==> config.mk <==
export PLATFORM = sky130hd
export DESIGN_NAME = hms_timekeeper
export DESIGN_NICKNAME = d
export VERILOG_FILES = /design/src/rtl/timekeeper_pkg.sv /design/src/rtl/mod_counter.sv /design/src/rtl/hms_timekeeper.sv
export SDC_FILE = /design/constraint.sdc
export NUM_CORES = 1
export LEC_CHECK = 0
export BUFFER_PORTS_ARGS = -buffer_cell sky130_fd_sc_hd__buf_2
export CAP_MARGIN = 10
export CORE_ASPECT_RATIO = 1.4
export CORE_MARGIN = 2
export CORE_UTILIZATION = 60
export CTS_BUF_LIST = sky130_fd_sc_hd__clkbuf_8
export DETAILED_ROUTE_END_ITERATION = 10
export PLACE_DENSITY = 0.94
export SLEW_MARGIN = 20
export SYNTH_ARGS = -nofsm -noshare
export SYNTH_HDL_FRONTEND = slang
export SYNTH_SLANG_ARGS = --single-unit
==> constraint.sdc <==
create_clock -name clk -period 4.2 [get_ports clk]
set_input_delay 0.63 -clock clk [delete_from_list [all_inputs] [get_ports clk]]
set_output_delay 0.63 -clock clk [all_outputs]
set_load 0.005 [all_outputs]
==> src/rtl/timekeeper_pkg.sv <==
`default_nettype none
// ============================================================================
// Module   : timekeeper_pkg
// Function : Shared constants and helpers for the hms time-of-day counter.
// Revision : 1.0 - initial release
// ============================================================================
package timekeeper_pkg;

  // Default field moduli for a 24-hour clock.
  localparam int SEC_MOD_DEF = 60;
  localparam int MIN_MOD_DEF = 60;
  localparam int HR_MOD_DEF  = 24;

  // Bits needed to hold 0..m-1.
  function automatic int mod_width(input int m);
    return $clog2(m);
  endfunction

  // Clamp an out-of-range load value to the field maximum.
  function automatic int sat_val(input int v, input int max_v);
    return (v > max_v) ? max_v : v;
  endfunction

  // Value a field takes after one enabled count step; holds when not enabled.
  function automatic int step_val(input int cur, input int max_v, input bit wrap,
                                  input bit up, input bit en);
    if (!en)       return cur;
    else if (wrap) return up ? 0 : max_v;
    else           return up ? cur + 1 : cur - 1;
  endfunction

endpackage
`default_nettype wire

==> src/rtl/mod_counter.sv <==
`default_nettype none
// ============================================================================
// Module   : mod_counter
// Function : Single modulo-MOD up/down counter field with clear, saturating
//            parallel load and a combinational carry/borrow output.
// Revision : 1.0 - initial release
// ============================================================================
module mod_counter
  import timekeeper_pkg::*;
#(
  parameter int MOD = 60,
  parameter int W   = 6
) (
  input  logic         clk,
  input  logic         rst_n,
  input  logic         clear,
  input  logic         load,
  input  logic [W-1:0] load_val,
  input  logic         en,
  input  logic         up_dn,
  output logic [W-1:0] count,
  output logic         wrap_comb
);

  localparam logic [W-1:0] c_MAX = W'(MOD - 1);

  logic [W-1:0] r_count;
  logic [W-1:0] w_load_sat;
  logic [W-1:0] w_step;

  assign w_load_sat = W'(sat_val(int'(load_val), MOD - 1));

  // Carry (up) or borrow (down) out of this field; feeds the next field's enable.
  assign wrap_comb = en & (up_dn ? (r_count == c_MAX) : (r_count == '0));

  assign w_step = W'(step_val(int'(r_count), MOD - 1, wrap_comb, up_dn, 1'b1));

  // Field register: clear beats load beats count enable.
  always_ff @(posedge clk or negedge rst_n) begin
    if (!rst_n)     r_count <= '0;
    else if (clear) r_count <= '0;
    else if (load)  r_count <= w_load_sat;
    else if (en)    r_count <= w_step;
  end

  assign count = r_count;

endmodule
`default_nettype wire

==> src/rtl/hms_timekeeper.sv <==
`default_nettype none
// ============================================================================
// Module   : hms_timekeeper
// Function : Cascaded hours:minutes:seconds counter with up/down count,
//            parallel load, clear, registered wrap pulses and alarm hit.
// Revision : 1.0 - initial release
// ============================================================================
module hms_timekeeper
  import timekeeper_pkg::*;
#(
  parameter  int SEC_MOD = SEC_MOD_DEF,
  parameter  int MIN_MOD = MIN_MOD_DEF,
  parameter  int HR_MOD  = HR_MOD_DEF,
  localparam int SEC_W   = mod_width(SEC_MOD),
  localparam int MIN_W   = mod_width(MIN_MOD),
  localparam int HR_W    = mod_width(HR_MOD)
) (
  input  logic             clk,
  input  logic             rst_n,
  input  logic             clear,
  input  logic             tick,
  input  logic             up_dn,
  input  logic             load,
  input  logic [HR_W-1:0]  load_hh,
  input  logic [MIN_W-1:0] load_mm,
  input  logic [SEC_W-1:0] load_ss,
  input  logic             alarm_en,
  input  logic [HR_W-1:0]  alarm_hh,
  input  logic [MIN_W-1:0] alarm_mm,
  input  logic [SEC_W-1:0] alarm_ss,
  output logic [HR_W-1:0]  hours,
  output logic [MIN_W-1:0] minutes,
  output logic [SEC_W-1:0] seconds,
  output logic             sec_wrap,
  output logic             min_wrap,
  output logic             day_wrap,
  output logic             alarm_hit
);

  logic w_sec_wrap;
  logic w_min_wrap;
  logic w_hr_wrap;

  logic [HR_W-1:0]  w_hh_nxt;
  logic [MIN_W-1:0] w_mm_nxt;
  logic [SEC_W-1:0] w_ss_nxt;
  logic             w_alarm_match;

  logic r_sec_wrap;
  logic r_min_wrap;
  logic r_day_wrap;
  logic r_alarm_hit;

  mod_counter #(.MOD(SEC_MOD), .W(SEC_W)) u_sec (
    .clk       (clk),
    .rst_n     (rst_n),
    .clear     (clear),
    .load      (load),
    .load_val  (load_ss),
    .en        (tick),
    .up_dn     (up_dn),
    .count     (seconds),
    .wrap_comb (w_sec_wrap)
  );

  mod_counter #(.MOD(MIN_MOD), .W(MIN_W)) u_min (
    .clk       (clk),
    .rst_n     (rst_n),
    .clear     (clear),
    .load      (load),
    .load_val  (load_mm),
    .en        (w_sec_wrap),
    .up_dn     (up_dn),
    .count     (minutes),
    .wrap_comb (w_min_wrap)
  );

  mod_counter #(.MOD(HR_MOD), .W(HR_W)) u_hr (
    .clk       (clk),
    .rst_n     (rst_n),
    .clear     (clear),
    .load      (load),
    .load_val  (load_hh),
    .en        (w_min_wrap),
    .up_dn     (up_dn),
    .count     (hours),
    .wrap_comb (w_hr_wrap)
  );

  // Predicted time after this edge (clear is excluded later, it never hits).
  always_comb begin
    w_ss_nxt = seconds;
    w_mm_nxt = minutes;
    w_hh_nxt = hours;
    if (load) begin
      w_ss_nxt = SEC_W'(sat_val(int'(load_ss), SEC_MOD - 1));
      w_mm_nxt = MIN_W'(sat_val(int'(load_mm), MIN_MOD - 1));
      w_hh_nxt = HR_W'(sat_val(int'(load_hh), HR_MOD - 1));
    end else begin
      w_ss_nxt = SEC_W'(step_val(int'(seconds), SEC_MOD - 1, w_sec_wrap, up_dn, tick));
      w_mm_nxt = MIN_W'(step_val(int'(minutes), MIN_MOD - 1, w_min_wrap, up_dn, w_sec_wrap));
      w_hh_nxt = HR_W'(step_val(int'(hours), HR_MOD - 1, w_hr_wrap, up_dn, w_min_wrap));
    end
  end

  // Out-of-range alarm fields can never equal an in-range counter value.
  assign w_alarm_match = (w_hh_nxt == alarm_hh) && (w_mm_nxt == alarm_mm) &&
                         (w_ss_nxt == alarm_ss);

  // Event pulses: only real count steps wrap, only tick/load can hit the alarm.
  always_ff @(posedge clk or negedge rst_n) begin
    if (!rst_n) begin
      r_sec_wrap  <= 1'b0;
      r_min_wrap  <= 1'b0;
      r_day_wrap  <= 1'b0;
      r_alarm_hit <= 1'b0;
    end else begin
      r_sec_wrap  <= w_sec_wrap & ~clear & ~load;
      r_min_wrap  <= w_min_wrap & ~clear & ~load;
      r_day_wrap  <= w_hr_wrap  & ~clear & ~load;
      r_alarm_hit <= alarm_en & ~clear & (load | tick) & w_alarm_match;
    end
  end

  assign sec_wrap  = r_sec_wrap;
  assign min_wrap  = r_min_wrap;
  assign day_wrap  = r_day_wrap;
  assign alarm_hit = r_alarm_hit;

endmodule
`default_nettype wire

==> impl_metrics.yaml, run 1 <==
status:
  status: "completed"
synthesis:
  syn_nets: 352
  ys_seq_area_share_pct: 22.21
  synth_warnings: 0
  synth.distinct_cells: 67
  synth_ff_type: "dfrtp_1"
  synth_edf_count: 0
  ys_ff_latch: 21
  netlist_area_um2: 2366
  synthArstFlopShare_pct: 100.0
  avgSynthCellArea_um2: 7.966
  synthCells: 297
finish:
  fin_util_pct: 70.44
  final_common_cell: "buf_2"
  finalInstanceArea_um2: 2713
  mostFrequentLayoutCells: "buf_2, nor2_1, dfrtp_1"
  drive_above_1_share_pct: 23.50
  syn2layout_area_growth_pct: 14.65
  nets: 405
  antenna_cells: 0
routing:
  dr.pass1.iters: 5
  wire_per_inst_um: 18.13
  totalWireLength_um: 7108
  via_count: 2665
  drc: 0
  ant_nets: 0
  first_iter_violations: 257
  viasPerCell: 6.798
global_routing:
  grt_pass1_wl_um: 11790
  grtUsageTotal_pct: 33.42
  grt_max_degree: 29
  grt-ovfl-total: 0
  antenna_found_initial: 0
  grt_pass1_vias: 2479
clocking:
  clock-root-buffer: "clkbuf_8"
  insertion_delay_ns: 0.27
  clock_path_buffers: 2
  cts_tree: "yes"
  postCtsSetupRepairBufs: 0
  holdBufCountCts: 0
  cts_resized: 0
  htree_num_levels: 1
  cts_buffers: 3
  cts.sinks: 21
  clk_pin_slew_ns: 0.09
setup_path:
  cp.required_ns: 4.37
  startpoint_type: "input port"
  crit_buf_inv: 2
  cpMaxStageDelayCell: "inv_1"
  path_class: "in -> reg"
  cp.arrival_ns: 3.50
  crit_family: "simple AND/OR/NAND/NOR gates"
  endpoint_kind: "flop"
  cp_slowest_stage_delay_ns: 0.47
  cpMostUsedCell: "nor3b_1"
  critPathMaxFanout: 14
  crit_chain: "buf_2, inv_1, ha_1, a211oi_1, nor3b_1, o31ai_1, o311ai_0, xnor2_1, nor3b_1, nand4_1, nor4_1"
power_and_ir_drop:
  powerDensity_nw_per_um2: 247.0
  combPwrFrac_pct: 42.6
  p_sw_share_pct: 39.84
  power_frac_seq_pct: 36.1
  internal_power_uw: 403.1
  power.share.clock_pct: 21.3
  ir_drop_uv: 247.9
  power_uw: 670.1
  p_leak_uw: 0.001231
  p_sw_uw: 267.0
run:
  max_cap_viol_count: 0
hold_path:
  hp-class: "in -> async"
floorplan:
  start_util_pct: 61.44
  placementRows: 27
  die_area_um2: 4469
  die-height_um: 78.30
  num_io_pins: 62
  fp.coreArea_um2: 3851
  die_x_um: 57.07
placement:
  dpl.hpwl_um: 5331
  io_buffers: 61
  post_dp_cell_area_um2: 2666
  gp_congestion: 1.048
sta:
  fin_skew_ns: 0.004014
  relSlewSlack_pct: 56.71
  tns_ns: 0
  worst_pin_slew_ns: 0.6434
  setup_violations: 0
  fmax_mhz: 299.6
  timing.final.max_slew_violations: 0
  period_share_pct: 79.46
  fin_crit_ns: 3.337
  hold_viol: 0
  rsz0062_at_grt: "no"
metal layers:
metal	track usage (%)	up-vias	part of all wire [%]
li1	-	1232	-
met1	42.32	1248	38
met2	54.37	152	49
met3	3.789	33	8.0
met4	19.07	0	4.9
met5	0	-	0
cells in the mapped netlist (all sizes together), types with 3 or more instances:
cell type | count | area [um2]
nor2 | 39 | 146.4
dfrtp | 21 | 525.5
inv | 17 | 63.81
a21oi | 16 | 83.83
nor3 | 14 | 70.07
o21ai | 13 | 65.06
xnor2 | 13 | 121.4
nand2 | 12 | 45.04
ha | 11 | 137.6
xor2 | 11 | 96.34
a211oi | 10 | 75.07
nand3 | 8 | 40.04
buf | 7 | 40.04
clkbuf | 7 | 26.28
nand4 | 7 | 58.81
nor4 | 7 | 50.05
a31oi | 6 | 37.54
nor3b | 5 | 37.54
a21o | 4 | 30.03
nand2b | 4 | 25.02
o22ai | 4 | 25.02
fa | 3 | 60.06
nor2b | 3 | 18.77
o21ba | 3 | 30.03
o221ai | 3 | 26.28
o311ai | 3 | 26.28
o31ai | 3 | 22.52
or3 | 3 | 18.77
kinds of logic (layout without fill, tap and decap cells):
group	Yosys count	after routing	synth area share [%]
compound gates	95	95	29.40
xor+xnor	24	24	9.202
fa+ha+maj	14	14	8.355
buf+inv	31	83	5.500
flops	21	21	22.21
mux	2	2	0.8461
simple gates	110	110	24.49
stage by stage:
stage | std cells | hold slack (ns) | worst slack (ns)
6_report | 392 | 0.3171 | 0.8625
5_1_grt | 392 | 0.3579 | 0.6140
4_1_cts | 392 | 0.3385 | 0.8588
3_5_place_dp | 388 | 0.6255 | 0.6802
3_3_place_gp | 388 | 0.6171 | 0.8723
2_1_floorplan | 297 | 0.3344 | 1.272
layout make-up:
type | count | area, um2
clock buffer | 3 | 41.29
inverter | 17 | 63.81
sequential | 21 | 525.5
tap | 43 | 53.80
timing repair buffer | 62 | 312.8
multi-input combinational | 245 | 1710
fill | 319 | 1139
clock inverter | 1 | 5.005
worst register-to-register path: cells and delay by family, from the launching register on:
family,cells,cell delay [ns]
and+or+nand+nor,5,1.74
xor gates and xnor gates,1,0.19
AOI/OAI and AO/OA,2,0.72
DFF,1,0.51
sequential cells by signal (all words and copies together), names as in the netlist:
signal and flops:
sec_wrap 1, u_sec.count 6, u_hr.count 5, min_wrap 1
day_wrap 1, u_min.count 6, alarm_hit 1
worst paths after layout:
check | from | to | slack [ns] | depth (start not counted)
worst max-delay path | up_dn | alarm_hit$_DFF_PN0_ | 0.86 | 11
worst min-delay path | rst_n | u_min.count[1]$_DFFE_PN0P_ | 0.32 | 1
worst max register to register | u_sec.count[0]$_DFFE_PN0P_ | alarm_hit$_DFF_PN0_ | 0.94 | 8
worst min register to register | u_hr.count[0]$_DFFE_PN0P_ | u_hr.count[0]$_DFFE_PN0P_ | 0.72 | 2
max in group asynchronous | rst_n | u_sec.count[2]$_DFFE_PN0P_ | 3.54 | 1
min in group clk | load_mm[1] | u_min.count[1]$_DFFE_PN0P_ | 0.65 | 3
power groups by stage:
| stage | sequential [uW] | combinational [uW] | clock, uW |
|---|---|---|---|
| after floorplan | 240 | 190 | 0 |
| after global placement | 244 | 269 | 0 |
| after detailed placement | 245 | 277 | 0 |
| after CTS | 241 | 279 | 141 |
| after global routing | 244 | 314 | 147 |
| final | 242 | 285 | 143 |
No activity file was read; power rests on OpenSTA's default activity.
==> inputs of run 2 (changes only) <==
--- a/config.mk
+++ b/config.mk
@@ -9,10 +9,10 @@
 export CAP_MARGIN = 10
 export CORE_ASPECT_RATIO = 1.4
 export CORE_MARGIN = 2
-export CORE_UTILIZATION = 60
+export CORE_UTILIZATION = 55
 export CTS_BUF_LIST = sky130_fd_sc_hd__clkbuf_8
 export DETAILED_ROUTE_END_ITERATION = 10
-export PLACE_DENSITY = 0.94
+export PLACE_DENSITY = 0.88
 export SLEW_MARGIN = 20
 export SYNTH_ARGS = -nofsm -noshare
 export SYNTH_HDL_FRONTEND = slang
==> constraint.sdc (replaced) <==
create_clock -name clk -period 3.1 [get_ports clk]
set_input_delay 0.465 -clock clk [delete_from_list [all_inputs] [get_ports clk]]
set_output_delay 0.465 -clock clk [all_outputs]
set_load 0.005 [all_outputs]
==> impl_metrics.yaml, run 2 (synthesis results as in run 1) <==
status:
  status: "completed"
sta:
  rsz0062_at_grt: "no"
  fmax_mhz: 356.0
  tns_ns: 0
  timing.final.max_slew_violations: 0
  fin_skew_ns: 0.005836
  fin_crit_ns: 2.809
  hold_viol: 0
  relSlewSlack_pct: 52.27
  setup_violations: 0
  worst_pin_slew_ns: 0.7070
  layout_setup_ws_ns: 0.2912
  period_share_pct: 90.61
setup_path:
  startpoint_type: "flop"
  r2r-start: "u_hr.count[1]$_DFFE_PN0P_"
  r2r_cells: 8
  endpoint_kind: "flop"
  path_class: "reg -> reg"
  r2r_end: "alarm_hit$_DFF_PN0_"
  cp.arrival_ns: 2.98
  rrSetupSlack_ns: 0.29
  critPathMaxFanout: 7
  cp.required_ns: 3.27
finish:
  final_common_cell: "buf_2"
  antenna_cells: 0
  syn2layout_area_growth_pct: 18.14
  mostFrequentLayoutCells: "buf_2, nor2_1, dfrtp_1"
  finalInstanceArea_um2: 2795
  nets: 415
  drive_above_1_share_pct: 25.91
routing:
  ant_nets: 0
  drc: 0
  via_count: 2688
  totalWireLength_um: 7332
  wire_per_inst_um: 18.15
  viasPerCell: 6.653
  first_iter_violations: 248
  dr.pass1.iters: 5
power_and_ir_drop:
  powerDensity_nw_per_um2: 328.9
  ir_drop_uv: 227.2
  p_leak_uw: 0.001281
clocking:
  clock_path_buffers: 2
  cts_tree: "yes"
  cts_buffers: 3
  cts.sinks: 21
  clock-root-buffer: "clkbuf_8"
  htree_num_levels: 1
  insertion_delay_ns: 0.27
  clk_pin_slew_ns: 0.09
global_routing:
  grt-ovfl-total: 0
  grt_pass1_wl_um: 11780
  grt_pass1_vias: 2486
  grtUsageTotal_pct: 31.96
  antenna_found_initial: 0
  grt_max_degree: 27
hold_path:
  hp-class: "in -> async"
placement:
  post_dp_cell_area_um2: 2744
  gp_congestion: 1.032
  io_buffers: 61
  dpl.hpwl_um: 5745
  dp_slack_ns: 0.03142
floorplan:
  placementRows: 28
  die_x_um: 59.43
  die-height_um: 81.61
  start_util_pct: 56.75
  fp.coreArea_um2: 4169
  num_io_pins: 62
  die_area_um2: 4850
run:
  max_cap_viol_count: 0
[run 2: cell types whose count changed in the layout (fill, tap and decap cells not counted), sizes merged]
cell,before,now
buf,62,72
[run 2: metal layers]
| layer | vias up | track usage, % | wire length, um |
|---|---|---|---|
| met3 | 39 | 2.205 | 605 |
| li1 | 1242 | - | - |
| met4 | 0 | 15.68 | 351 |
| met1 | 1230 | 40.24 | 2754 |
| met5 | - | 0 | 0 |
| met2 | 177 | 54.29 | 3621 |
[run 2: worst max path at each step]
stage,startpoint,endpoint,slack [ns],cells past startpoint
floorplan,up_dn,alarm_hit$_DFF_PN0_,0.34,11
global placement,up_dn,alarm_hit$_DFF_PN0_,0.06,10
detailed placement,up_dn,alarm_hit$_DFF_PN0_,0.03,10
CTS,u_sec.count[0]$_DFFE_PN0P_,alarm_hit$_DFF_PN0_,0.21,9
global route,u_sec.count[1]$_DFFE_PN0P_,alarm_hit$_DFF_PN0_,0.002,9
finish,u_hr.count[1]$_DFFE_PN0P_,alarm_hit$_DFF_PN0_,0.29,8
[run 2: power by group]
group          switching (uW)  internal (uW)  leakage [uW]
sequential               35.2            291      0.000277
clock                     102           89.9     0.0000255
combinational             227            175      0.000978
[run 2: final cells by class]
class	count	area (um2)
clock buffer	3	41.29
inverter	17	63.81
clock inverter	1	5.005
fill	343	1374
sequential	21	525.5
timing repair buffer	72	387.9
tap	45	56.30
multi-input combinational	245	1715
[run 2: what timing repair did]
| action | in CTS | in global routing |
|---|---|---|
| resized for setup | 0 | 2 |
| hold buffers | 0 | 0 |
| buffers inserted | 0 | 0 |
| endpoints found under the setup margin | 0 | 1 |
[run 2: worst max-delay path: stages (launching register included)]
cell and delay, ns:
dfrtp_1 0.48, or4_1 0.55, nor3_1 0.23, or2_2 0.25, mux2i_1 0.31, nor4_1 0.11, a2111oi_2 0.36, nand4_1 0.14
nor4_1 0.28
[run 2: stage by stage]
stage               total power, uW  utilization, %  hold WS (ns)  cells
floorplan                     581.8               -        0.1694    297
global placement              712.8           65.82        0.4549    400
detailed placement            719.8           65.82        0.4629    400
CTS                           910.9           66.93        0.1685    404
global route                  975.7           67.05        0.1842    404
finish                        919.3           67.05        0.1599    404
